### config.mk
export PLATFORM = sky130hd
export DESIGN_NAME = shifter_cmd_sequencer
export DESIGN_NICKNAME = d
export VERILOG_FILES = /design/src/rtl/shifter_pkg.sv /design/src/rtl/shifter_cmd_fifo.sv /design/src/rtl/shifter_cmd_sequencer.sv
export SDC_FILE = /design/constraint.sdc
export NUM_CORES = 1
export LEC_CHECK = 0
export CORE_MARGIN = 10
export CORE_UTILIZATION = 55
export DETAILED_ROUTE_END_ITERATION = 8
export GPL_ROUTABILITY_DRIVEN = 0
export PLACE_DENSITY = 0.91
export SYNTH_ARGS = -nofsm -noshare
export SYNTH_HDL_FRONTEND = slang
export SYNTH_SLANG_ARGS = --single-unit
### constraint.sdc
create_clock -name clk -period 2.5 [get_ports clk]
set_input_delay 0.25 -clock clk [delete_from_list [all_inputs] [get_ports clk]]
set_output_delay 0.25 -clock clk [all_outputs]
set_load 0.02 [all_outputs]
### src/rtl/shifter_pkg.sv
// rtl/shifter_pkg.sv - shared op codes, FSM encoding and command sizing for the shifter command sequencer
// Purpose: op-code constants, sequencer state type, command word width helper and
//          the reserved-op remap used when issuing to the shifter.
// Ports:   none (package)
package shifter_pkg;

    localparam logic [2:0] OP_SHL1 = 3'b000;
    localparam logic [2:0] OP_LSR1 = 3'b001;
    localparam logic [2:0] OP_SHL2 = 3'b010;
    localparam logic [2:0] OP_LSR2 = 3'b011;
    localparam logic [2:0] OP_ROL1 = 3'b100;
    localparam logic [2:0] OP_ROR1 = 3'b101;
    localparam logic [2:0] OP_HOLD = 3'b110;
    localparam logic [2:0] OP_RSVD = 3'b111;

    localparam int CMD_OP_W   = 3;
    localparam int CMD_DATA_W = 8;

    typedef enum logic [1:0] {
        ST_IDLE = 2'd0,
        ST_RUN  = 2'd1,
        ST_CAPT = 2'd2,
        ST_RESP = 2'd3
    } seq_state_t;

    // Packed command word is {op, data, count}.
    function automatic int cmd_width(input int cnt_w);
        return CMD_OP_W + CMD_DATA_W + cnt_w;
    endfunction

    // The reserved code is kept in the queue as-is but must never reach the shifter.
    function automatic logic [2:0] issue_op(input logic [2:0] op);
        return (op == OP_RSVD) ? OP_HOLD : op;
    endfunction

endpackage

### src/rtl/shifter_cmd_fifo.sv
// rtl/shifter_cmd_fifo.sv - synchronous command FIFO with full/empty flags
// Purpose: small first-word-fall-through queue holding packed commands.
// Ports:
//   clk, rst           clock, asynchronous active-high reset
//   wr_en, wr_data     push request and word (ignored when full)
//   rd_en, rd_data     pop request (ignored when empty) and head word
//   full, empty        occupancy flags
module shifter_cmd_fifo #(
    parameter int WIDTH = 15,
    parameter int DEPTH = 4
) (
    input  logic             clk,
    input  logic             rst,
    input  logic             wr_en,
    input  logic [WIDTH-1:0] wr_data,
    input  logic             rd_en,
    output logic [WIDTH-1:0] rd_data,
    output logic             full,
    output logic             empty
);

    localparam int AW = $clog2(DEPTH);
    localparam logic [AW:0] FULL_CNT = (AW + 1)'(DEPTH);

    logic [WIDTH-1:0] r_mem [DEPTH];
    logic [AW-1:0]    r_wr_ptr;
    logic [AW-1:0]    r_rd_ptr;
    logic [AW:0]      r_count;
    logic             w_push;
    logic             w_pop;

    assign full    = (r_count == FULL_CNT);
    assign empty   = (r_count == '0);
    assign w_push  = wr_en && !full;
    assign w_pop   = rd_en && !empty;
    assign rd_data = r_mem[r_rd_ptr];

    // Pointers wrap naturally because DEPTH is a power of two.
    always_ff @(posedge clk or posedge rst) begin
        if (rst) begin
            r_wr_ptr <= '0;
            r_rd_ptr <= '0;
            r_count  <= '0;
        end else begin
            if (w_push) r_wr_ptr <= r_wr_ptr + 1'b1;
            if (w_pop)  r_rd_ptr <= r_rd_ptr + 1'b1;
            case ({w_push, w_pop})
                2'b10:   r_count <= r_count + 1'b1;
                2'b01:   r_count <= r_count - 1'b1;
                default: r_count <= r_count;
            endcase
        end
    end

    always_ff @(posedge clk) begin
        if (w_push) r_mem[r_wr_ptr] <= wr_data;
    end

endmodule

### src/rtl/shifter_cmd_sequencer.sv
// rtl/shifter_cmd_sequencer.sv - queues shift commands and drives shifter_8bit through repeated steps
// Purpose: accepts {op, data, count} commands, applies op count times on the external
//          shifter with d_out fed back to d_in, and returns the final byte.
// Ports:
//   clk, rst                          clock, asynchronous active-high reset
//   cmd_valid/cmd_ready               command handshake; cmd_op, cmd_data, cmd_count payload
//   res_valid/res_ready, res_data     result handshake and final byte
//   busy                              sequencer active or commands pending
//   sh_d_in, sh_op, sh_capture        drive to shifter (capture=1 freezes it)
//   sh_d_out                          registered shifter output
module shifter_cmd_sequencer
    import shifter_pkg::*;
#(
    parameter int CMD_DEPTH = 4,
    parameter int CNT_W     = 4
) (
    input  logic             clk,
    input  logic             rst,
    input  logic             cmd_valid,
    output logic             cmd_ready,
    input  logic [2:0]       cmd_op,
    input  logic [7:0]       cmd_data,
    input  logic [CNT_W-1:0] cmd_count,
    output logic             res_valid,
    input  logic             res_ready,
    output logic [7:0]       res_data,
    output logic             busy,
    output logic [7:0]       sh_d_in,
    output logic [2:0]       sh_op,
    output logic             sh_capture,
    input  logic [7:0]       sh_d_out
);

    localparam int CMD_W = cmd_width(CNT_W);

    logic [CMD_W-1:0] w_wr_data;
    logic [CMD_W-1:0] w_rd_data;
    logic             w_full;
    logic             w_empty;
    logic             w_push;
    logic             w_pop;
    logic [2:0]       w_fifo_op;
    logic [7:0]       w_fifo_data;
    logic [CNT_W-1:0] w_fifo_count;

    seq_state_t       r_state;
    seq_state_t       w_state_nxt;
    logic [2:0]       r_op;
    logic [7:0]       r_operand;
    logic [7:0]       r_res_data;
    logic [CNT_W-1:0] r_steps;
    logic             r_first;

    // Held low during reset so nothing is accepted while rst is asserted.
    assign cmd_ready = !rst && !w_full;
    assign w_push    = cmd_valid && cmd_ready;
    assign w_wr_data = {cmd_op, cmd_data, cmd_count};

    assign w_fifo_op    = w_rd_data[CMD_W-1 -: 3];
    assign w_fifo_data  = w_rd_data[CNT_W +: 8];
    assign w_fifo_count = w_rd_data[CNT_W-1:0];

    assign busy     = (r_state != ST_IDLE) || !w_empty;
    assign res_data = r_res_data;

    shifter_cmd_fifo #(
        .WIDTH (CMD_W),
        .DEPTH (CMD_DEPTH)
    ) u_cmd_fifo (
        .clk     (clk),
        .rst     (rst),
        .wr_en   (w_push),
        .wr_data (w_wr_data),
        .rd_en   (w_pop),
        .rd_data (w_rd_data),
        .full    (w_full),
        .empty   (w_empty)
    );

    always_ff @(posedge clk or posedge rst) begin
        if (rst) r_state <= ST_IDLE;
        else     r_state <= w_state_nxt;
    end

    // Outputs are decoded from state only, so an async reset freezes the shifter at once.
    always_comb begin
        w_state_nxt = r_state;
        w_pop       = 1'b0;
        sh_capture  = 1'b1;
        sh_op       = OP_HOLD;
        sh_d_in     = 8'h00;
        res_valid   = 1'b0;
        case (r_state)
            ST_IDLE: begin
                if (!w_empty) begin
                    w_pop       = 1'b1;
                    w_state_nxt = (w_fifo_count == '0) ? ST_RESP : ST_RUN;
                end
            end
            ST_RUN: begin
                sh_capture = 1'b0;
                sh_op      = issue_op(r_op);
                // First step loads the operand; later steps chain the shifter's own result.
                sh_d_in    = r_first ? r_operand : sh_d_out;
                if (r_steps == CNT_W'(1)) w_state_nxt = ST_CAPT;
            end
            ST_CAPT: begin
                w_state_nxt = ST_RESP;
            end
            ST_RESP: begin
                res_valid = 1'b1;
                if (res_ready) w_state_nxt = ST_IDLE;
            end
            default: w_state_nxt = ST_IDLE;
        endcase
    end

    always_ff @(posedge clk or posedge rst) begin
        if (rst) begin
            r_op       <= OP_HOLD;
            r_operand  <= 8'h00;
            r_res_data <= 8'h00;
            r_steps    <= '0;
            r_first    <= 1'b0;
        end else begin
            case (r_state)
                ST_IDLE: begin
                    if (w_pop) begin
                        r_op      <= w_fifo_op;
                        r_operand <= w_fifo_data;
                        r_steps   <= w_fifo_count;
                        r_first   <= 1'b1;
                        if (w_fifo_count == '0) r_res_data <= w_fifo_data;
                    end
                end
                ST_RUN: begin
                    r_first <= 1'b0;
                    r_steps <= r_steps - 1'b1;
                end
                ST_CAPT: begin
                    r_res_data <= sh_d_out;
                end
                default: begin
                end
            endcase
        end
    end

endmodule

=== Word-level counts from Yosys, hierarchy flattened ===
Memories as Yosys holds them, arrays and structs flattened.
Cells that the tools add are included.

* Register bits: 33
* Bits in writable memories: 60
* Input port bits: 27
* Output and inout bits: 23
* Memories kept: 1

{| class="wikitable"
|+ Memory list
! memory !! words !! bits a word !! read ports !! clocked after Yosys merged registers in !! wr ports !! RTL line !! RTL
|-
| u_cmd_fifo.r_mem || 4 || 15 || 1 || 0 || 1 || shifter_cmd_fifo.sv:25 || <nowiki>logic [WIDTH-1:0] r_mem [DEPTH];</nowiki>
|}

* Add/sub/neg operators: 5
* Eq/ne operators: 13
* Mux-type cells: 23
* Reduce and logical (&&, ||, !) cells: 19

{| class="wikitable"
|+ Operators by type and width
! cell !! count
|-
| $mux W8 || 4
|-
| $pmux W8 S2 || 1
|-
| $mux W2 || 4
|-
| $ne A2 B2 Y1 const B || 4
|-
| $pmux W2 S4 || 1
|-
| $pmux W4 S2 || 1
|-
| $reduce_bool A2 Y1 || 4
|-
| $mux W1 || 7
|-
| $eq A2 B2 Y1 const B || 3
|-
| $eq A3 B3 Y1 const B || 2
|-
| $mux W3 || 2
|-
| $pmux W3 S2 || 1
|-
| $reduce_and A3 Y1 || 2
|-
| $add A2 B1 Y2 const B || 2
|-
| $eq A2 B1 Y1 const B || 2
|-
| $eq A4 B1 Y1 const B || 1
|-
| $logic_and A1 B1 Y1 || 4
|-
| $logic_not A4 Y1 || 1
|-
| $mux W4 || 1
|-
| $reduce_and A2 Y1 || 2
|-
| $sub A4 B1 Y4 const B || 1
|-
| $add A3 B1 Y3 const B || 1
|-
| $logic_not A1 Y1 || 3
|-
| $logic_not A3 Y1 || 1
|-
| 5 further kinds || 5
|}

=== Depth between registers and ports, before layout ===
Gate-level depths: netlist of the first run.

* Word-level depth: 7
* Gate-level depth with buffers: 10

=== Hierarchy ===
Synthesis of the first run repeated with hierarchy kept, for this count alone.

* Cells, all modules: 280
* Area, all modules: 4,142.7 um2

{| class="wikitable"
|+ Modules (own cells, without submodules)
! module !! instances !! cells each !! area an instance (um2)
|-
| shifter_cmd_fifo || 1 || 117 || 2,636.3
|-
| shifter_cmd_sequencer || 1 || 163 || 1,506.4
|}

=== Worst setup path after synthesis of the first run ===
OpenSTA, ideal clock, no wires.

* Path kind: register -> register
* Start point: register u_cmd_fifo.r_count[0]
* End point: register u_cmd_fifo.r_count[1]
* Arrival time: 2,109 ps
* Data required time: 2,417 ps
* Path slack: 308 ps
* Cell stages (with the launch flop): 9
* Path buffers: 0
* Period minus slack after synthesis: 2,192 ps
* Cells stage by stage: dfrtp_1 > inv_1 > a31oi_1 > and2_1 > inv_1 > ha_1 > inv_1 > fa_1 > o21ai_0

* Word-level cells in the longest chain between the ends: 7
* Elaborated cells between the ends (all ways): 16
* Classes of those cells: add/sub (2); eq/ne (3); mux (3); reduce/logical (8)

{| class="wikitable"
|+ RTL lines
! item !! RTL line !! RTL
|-
| start, declared || shifter_cmd_fifo.sv:28 || <nowiki>logic [AW:0] r_count;</nowiki>
|-
| start signal, assigned || shifter_cmd_fifo.sv:48 || <nowiki>2'b10: r_count <= r_count + 1'b1;</nowiki>
|-
| start signal, assigned || shifter_cmd_fifo.sv:49 || <nowiki>2'b01: r_count <= r_count - 1'b1;</nowiki>
|-
| start signal, assigned || shifter_cmd_fifo.sv:50 || <nowiki>default: r_count <= r_count;</nowiki>
|-
| $eq A3 B3 Y1 * || shifter_cmd_fifo.sv:32 || <nowiki>assign full = (r_count == FULL_CNT);</nowiki>
|-
| $logic_not A1 Y1 * || shifter_cmd_sequencer.sv:55 || <nowiki>assign cmd_ready = !rst && !w_full;</nowiki>
|-
| $logic_and A1 B1 Y1 * || shifter_cmd_sequencer.sv:55 ||
|-
| via cmd_ready || shifter_cmd_sequencer.sv:20 || <nowiki>output logic cmd_ready,</nowiki>
|-
| $logic_and A1 B1 Y1 * || shifter_cmd_sequencer.sv:56 || <nowiki>assign w_push = cmd_valid && cmd_ready;</nowiki>
|-
| $logic_and A1 B1 Y1 * || shifter_cmd_fifo.sv:34 || <nowiki>assign w_push = wr_en && !full;</nowiki>
|-
| $eq A2 B1 Y1 / $eq A2 B2 Y1 (equally long branches) || shifter_cmd_fifo.sv:47 || <nowiki>case ({w_push, w_pop})</nowiki>
|-
| $pmux W3 S2 / $reduce_bool A2 Y1 (equally long branches) || n/a ||
|}

The timed path passes the listed nets; every way through them passes the cells marked *.
A chain may end at the register's enable or synchronous reset.

=== Worst setup path in the final report of the first run ===
* Start point: register r_state[0]
* End point: output busy

* Word-level cells in the longest chain between the ends: 2

{| class="wikitable"
|+ RTL lines
! item !! RTL line !! RTL
|-
| start, declared || shifter_cmd_sequencer.sv:46 || <nowiki>seq_state_t r_state;</nowiki>
|-
| start signal, assigned || shifter_cmd_sequencer.sv:82 || <nowiki>else r_state <= w_state_nxt;</nowiki>
|-
| $reduce_bool A2 Y1 || shifter_cmd_sequencer.sv:63 || <nowiki>assign busy = (r_state != ST_IDLE) || !w_empty;</nowiki>
|-
| $logic_or A1 B1 Y1 || shifter_cmd_sequencer.sv:63 ||
|-
| end, declared || shifter_cmd_sequencer.sv:27 || <nowiki>output logic busy,</nowiki>
|}

No other way between the ends.

==> results of run 1 <==
==> what timing repair did <==
| item | in CTS | in global routing |
|---|---|---|
| buffers inserted | 0 | 3 |
| setup endpoints to repair | 1 | 10 |
| hold endpoints to repair | 0 | 0 |
| gates resized for setup | 1 | 11 |
| pin swaps | 0 | 0 |
==> per-stage QoR <==
stage,setup WS (ns),utilization,instance area [µm²]
final,0.133,0.698,5040
after global routing,0.00624,0.698,5040
after CTS,0.0140,0.690,4980
after detailed placement,0.299,0.656,4730
after global placement,0.395,0.656,4730
after floorplan,0.308,-,4060
==> registers in the layout, indices dropped and copies added (netlist names), 3 cells and up <==
| name | count |
|---|---|
| r_steps | 4 |
| u_cmd_fifo.r_mem | 60 |
| u_cmd_fifo.r_count | 3 |
| res_data | 8 |
| r_op | 3 |
| r_operand | 8 |
==> cell usage in the layout, fill, tap and decap left out, drive strengths merged, types with 12 or more instances in the layout <==
| cell | synthesis | routed |
|---|---|---|
| edfxtp | 60 | 60 |
| clkdlybuf4s50 | 0 | 41 |
| dfrtp | 31 | 31 |
| nand2 | 30 | 30 |
| mux2i | 28 | 28 |
| mux2 | 18 | 18 |
| o21ai | 18 | 18 |
| nor2 | 17 | 17 |
| buf | 4 | 15 |
| inv | 14 | 15 |
| ha | 12 | 12 |
==> final timing paths <==
check,to,start,slack (ns),cells past startpoint
worst max-delay path,busy,r_state[0]$_DFFE_PP0P_,0.13,5
worst min-delay path,r_state[0]$_DFFE_PP0P_,rst,0.28,2
worst max register to register,u_cmd_fifo.r_count[2]$_DFFE_PP0P_,r_state[0]$_DFFE_PP0P_,0.26,10
worst min register to register,r_op[2]$_DFFE_PP1P_,r_op[2]$_DFFE_PP1P_,0.47,2
max in group asynchronous,r_op[2]$_DFFE_PP1P_,rst,1.63,3
min in group clk,r_op[2]$_DFFE_PP1P_,r_op[2]$_DFFE_PP1P_,0.47,2
==> report_power, final <==
part	switching (W)	leakage, nW	internal [W]
clock	0.000519	0.122	0.000669
combinational	0.00138	1.04	0.00125
sequential	0.000295	0.933	0.00205
total	0.00219	2.09	0.00397
==> cell type report <==
cell class / count / area, µm²
Tap cell: 99 / 124
Timing Repair Buffer: 65 / 643
Multi-Input combinational cell: 163 / 1340
Sequential cell: 93 / 2630
Inverter: 15 / 60.1
Clock inverter: 7 / 120
Fill cell: 473 / 2180
Clock buffer: 9 / 124
==> worst reg2reg max path, delay by kind of cell (launching register included) <==
family	cells	cell delay (ns)
DFF	1	0.41
and+or+nand+nor	1	0.12
adders and majority gates	3	0.86
buffers and inverters	3	0.34
AOI/OAI and AO/OA	1	0.11
xor gates and xnor gates	2	0.31
==> logic make-up (layout without fill, tap and decap cells) <==
logic type	after synthesis	after routing
AND/OR/NAND/NOR	62	62
multiplexers	53	53
adder cells (fa/ha/maj)	13	13
AO/OA/AOI/OAI	29	29
buffers and inverters	27	96
XOR/XNOR	6	6
flip-flops	93	93
==> layer usage <==
layer | wire [µm] | up-vias | GRT usage
met1 | 3450 | 1167 | 0.173
met2 | 4050 | 66 | 0.251
met3 | 392 | 16 | 0.0362
met5 | 0 | - | 0
li1 | - | 1141 | -
met4 | 142 | 0 | 0.0542
==> run summary, run 1 <==
final setup fails -> 0
Pins Over Slew Limit -> 0
Final min period -> 2.37 ns
synth cell count leaders -> edfxtp_1, dfrtp_1, nand2_1
Core Rows -> 31
XOR/XNOR Fraction of Synth Area -> 0.0130
fin nets -> 387
height of the die -> 106 µm
core footprint -> 7210 µm²
vias in the first global route -> 2,540
Top Ports -> 50
WS Path Type -> flop to primary output
Lkg Pwr -> 2.09 nW
CTS sink cnt -> 93
combinational family with the most area after synthesis -> multiplexers
Tcrit/Tclk final -> 0.947
crit path DAT -> 2.12 ns
grt total ovfl -> 0
Synth async-reset ratio -> 0.355
Distinct cells, synth -> 35
worst vdd ir -> 0.665 mV
fraction of layout cells with a size suffix above 1 -> 0.185
Routed WL per cell -> 17.8 µm
endpoint class of the critical path -> primary output
CP most frequent cell -> inv_1
Power Total -> 0.00616 W
Worst-path clk slew -> 0.09 ns
die area -> 11,200 µm²
Synth area leaders -> edfxtp_1, dfrtp_1, mux2i_1, mux2_2, mux4_2
Rel. slew slack -> 0.627
main flop type after synthesis -> edfxtp_1
CP Buf/Inv Count -> 3
Synth Area in Compound Gates -> 0.0413
CP required -> 2.25 ns
total of max-cap violations -> 0
Ys Warns -> 0
Yosys top cell by area -> edfxtp_1
initial DRC count -> 118
hold_buf cts -> 0
GRT Util Overall -> 0.146
Vias -> 2,390
syn nets -> 323
Seq/Total Area, Yosys -> 0.648
worst-path cell chain -> inv_1 -> ha_1 -> nor4b_4 -> inv_1 -> clkdlybuf4s50_1
Synth Register Bits -> 93
post-placement cell count -> 432
setup tns final -> 0 ns
Mapped Area -> 4060 µm²
CP top delay family -> buffers and inverters
Syn Area/Cell -> 14.3 µm²
synthesized instance count -> 283
final WL -> 8.04 mm
Detail Route Antenna Nets -> 0
CP startpoint kind -> flop
final hold slack -> 0.284 ns
effective utilization at floorplan -> 0.562
ant diodes -> 0
CTS max path bufs -> 2
Pwr per Cell Area -> 1220 nW/µm²
first-pass GRT wire length -> 13.1 mm
clock root cell -> clkbuf_8
post-synthesis mux area share -> 0.158
CTS buffer count -> 9
number of detailed-route iterations in the first pass -> 4
largest net degree at the start of global routing -> 22
final hold vios -> 0
# port buffers -> 49
Crit path largest cell delay -> 0.56 ns
Die X-Extent -> 106 µm
post-synth top area share -> 0.444
RSZ-0062 raised after global routing -> no
CP max stage cell -> clkdlybuf4s50_1
area grow syn2layout -> 24.2%
Max Freq -> 422 MHz
DRC viols -> 0
status -> completed
vias per cell -> 5.30
Max FO, Critical Path -> 5
H-tree depth -> 3
Cell Count, Final, Fillers Out -> 451
TritonCTS clock tree -> built
slew at the pin closest to its max-slew limit -> 0.559 ns
EDFF count, synth -> 60
initial antenna violation count -> 0
adder-cell area share of the yosys netlist -> 0.0419
Worst-Skew Late Latency -> 0.35 ns
clock skew -> 0.00659 ns
most frequent cell after synthesis -> edfxtp_1
HPWL after DPL -> 5.78 mm
simple-gate share of the synthesized area -> 0.0700
hold crit path type -> input port to async pin
(Power assumes the default switching activity.)
==> run 2, diff against run 1 <==
--- a/config.mk
+++ b/config.mk
@@ -8,8 +8,9 @@
 export CORE_MARGIN = 10
 export CORE_UTILIZATION = 55
 export DETAILED_ROUTE_END_ITERATION = 8
+export DONT_BUFFER_PORTS = 1
 export GPL_ROUTABILITY_DRIVEN = 0
-export PLACE_DENSITY = 0.91
+export PLACE_DENSITY = 0.82
 export SYNTH_ARGS = -nofsm -noshare
 export SYNTH_HDL_FRONTEND = slang
 export SYNTH_SLANG_ARGS = --single-unit
==> run 2 against run 1 <==
Compared with the run above:
- critical path type unchanged
- utilization is 6.1 points lower
- maximum frequency about the same
- critical path depth shrank 1
- global-route usage fell by 0.22 points
- clock skew rose by 0.0011 ns
- highest routed layer unchanged
- via count shrank 5.3%
- largest cell class unchanged
- register-to-register slack better by 0.07 ns
- worst hold slack lost 0.13 ns
- largest power group is now registers
- die area is the same
==> run summary, run 2 (synthesized netlist as in run 1, its figures left out) <==
final hold slack -> 0.156 ns
CP startpoint kind -> flop
RSZ-0062 raised after global routing -> yes
TritonCTS clock tree -> built
CP required -> 2.25 ns
status -> completed
grt total ovfl -> 0
DRC viols -> 0
CTS resizes -> 0
initial antenna violation count -> 0
Hold EP -> res_data[3]$_DFFE_PP0P_
Power Total -> 0.00563 W
fin nets -> 350
# port buffers -> 0
ant diodes -> 0
clock skew -> 0.00769 ns
first-pass GRT wire length -> 12.6 mm
endpoint class of the critical path -> primary output
slew at the pin closest to its max-slew limit -> 0.698 ns
setup bufs post-CTS -> 0
Vias -> 2,264
number of detailed-route iterations in the first pass -> 4
WS Path Type -> flop to primary output
Core Rows -> 31
Top Ports -> 50
worst r2r path cells -> 10
Pwr per Cell Area -> 1220 nW/µm²
CTS buffer count -> 9
height of the die -> 106 µm
GRT Util Overall -> 0.144
crit path DAT -> 2.11 ns
Final Cell Area -> 4600 µm²
initial DRC count -> 123
Routed WL per cell -> 18.8 µm
dpl cell area -> 4220 µm²
Worst-Skew Late Latency -> 0.35 ns
worst vdd ir -> 0.451 mV
reg-to-reg slack, setup -> 0.33 ns
final hold vios -> 0
Tcrit/Tclk final -> 0.946
total of max-cap violations -> 0
Max Freq -> 423 MHz
effective utilization at floorplan -> 0.562
largest register by flop count -> u_cmd_fifo.r_mem
CTS sink cnt -> 93
clock root cell -> clkbuf_8
setup tns final -> 0 ns
core footprint -> 7210 µm²
Lkg Pwr -> 1.81 nW
fraction of layout cells with a size suffix above 1 -> 0.184
largest net degree at the start of global routing -> 21
max reg flops -> 60
CTS max path bufs -> 2
Detail Route Antenna Nets -> 0
Cell Count, Final, Fillers Out -> 414
Hold Crit Depth -> 3
post-placement cell count -> 382
reg2reg end -> u_cmd_fifo.r_count[2]$_DFFE_PP0P_
HPWL after DPL -> 5.44 mm
final setup fails -> 0
hold crit path type -> input port to flop
area grow syn2layout -> 13.4%
die area -> 11,200 µm²
most common cell after layout, fill and taps aside -> edfxtp_1
final WL -> 7.77 mm
Rel. slew slack -> 0.534
Hold Path Origin -> sh_d_out[3]
Pins Over Slew Limit -> 0
vias in the first global route -> 2,291
reg-to-reg startpoint -> r_state[0]$_DFFE_PP0P_
Die X-Extent -> 106 µm
number of fillers in the final layout -> 525
vias per cell -> 5.47
Worst-path clk slew -> 0.08 ns
H-tree depth -> 3
Max FO, Critical Path -> 12
Final min period -> 2.36 ns
most frequent cells in the layout -> edfxtp_1, dfrtp_1, nand2_1
run 2: worst max path at each step:
| stage | from | end | slack [ns] | depth (start not counted) |
|---|---|---|---|---|
| final | r_state[1]$_DFFE_PP0P_ | sh_d_in[1] | 0.14 | 4 |
| after global routing | r_state[1]$_DFFE_PP0P_ | sh_d_in[2] | -0.01 | 4 |
| after CTS | r_state[1]$_DFFE_PP0P_ | sh_d_in[1] | 0.11 | 4 |
| after detailed placement | r_state[1]$_DFFE_PP0P_ | u_cmd_fifo.r_count[2]$_DFFE_PP0P_ | 0.34 | 10 |
| after global placement | r_state[0]$_DFFE_PP0P_ | u_cmd_fifo.r_count[2]$_DFFE_PP0P_ | 0.44 | 10 |
| after floorplan | u_cmd_fifo.r_count[0]$_DFFE_PP0P_ | u_cmd_fifo.r_count[1]$_DFFE_PP0P_ | 0.31 | 8 |
run 2: critical path, cell delays in order, from the launching register on:
cell and delay (ns):
dfrtp_1 0.41, inv_1 0.13, ha_1 0.39, inv_1 0.38, nor2_1 0.45
run 2: where the power goes:
group          internal [W]  switching [W]
clock              0.000567       0.000515
combinational      0.000916        0.00121
sequential          0.00205       0.000374
total               0.00353        0.00210
run 2: per-stage QoR:
stage | util | setup WS (ns)
2_1_floorplan | - | 0.308
3_3_place_gp | 0.585 | 0.443
3_5_place_dp | 0.585 | 0.337
4_1_cts | 0.638 | 0.108
5_1_grt | 0.638 | -0.0134
6_report | 0.638 | 0.135
run 2: final cells by class:
class	instances	area (µm²)	area share
clock buffer	9	124	0.0269
clock inverter	7	95.1	0.0207
inverter	15	56.3	0.0122
multi-input combinational	163	1320	0.287
sequential	93	2630	0.572
tap	99	124	0.0269
timing repair buffer	28	250	0.0544
run 2: timing repair:
action	4_1_cts	5_1_grt
endpoints found under the setup margin	0	6
hold endpoints to repair	77	0
hold buffers	16	0
run 2: layer usage:
layer  GRT usage  part of all wire  vias up
li1            -                 -     1064
met1       0.184              0.43     1144
met2       0.230              0.51       48
met3      0.0423             0.043        8
met4      0.0464             0.013        0
met5           0                 0        -
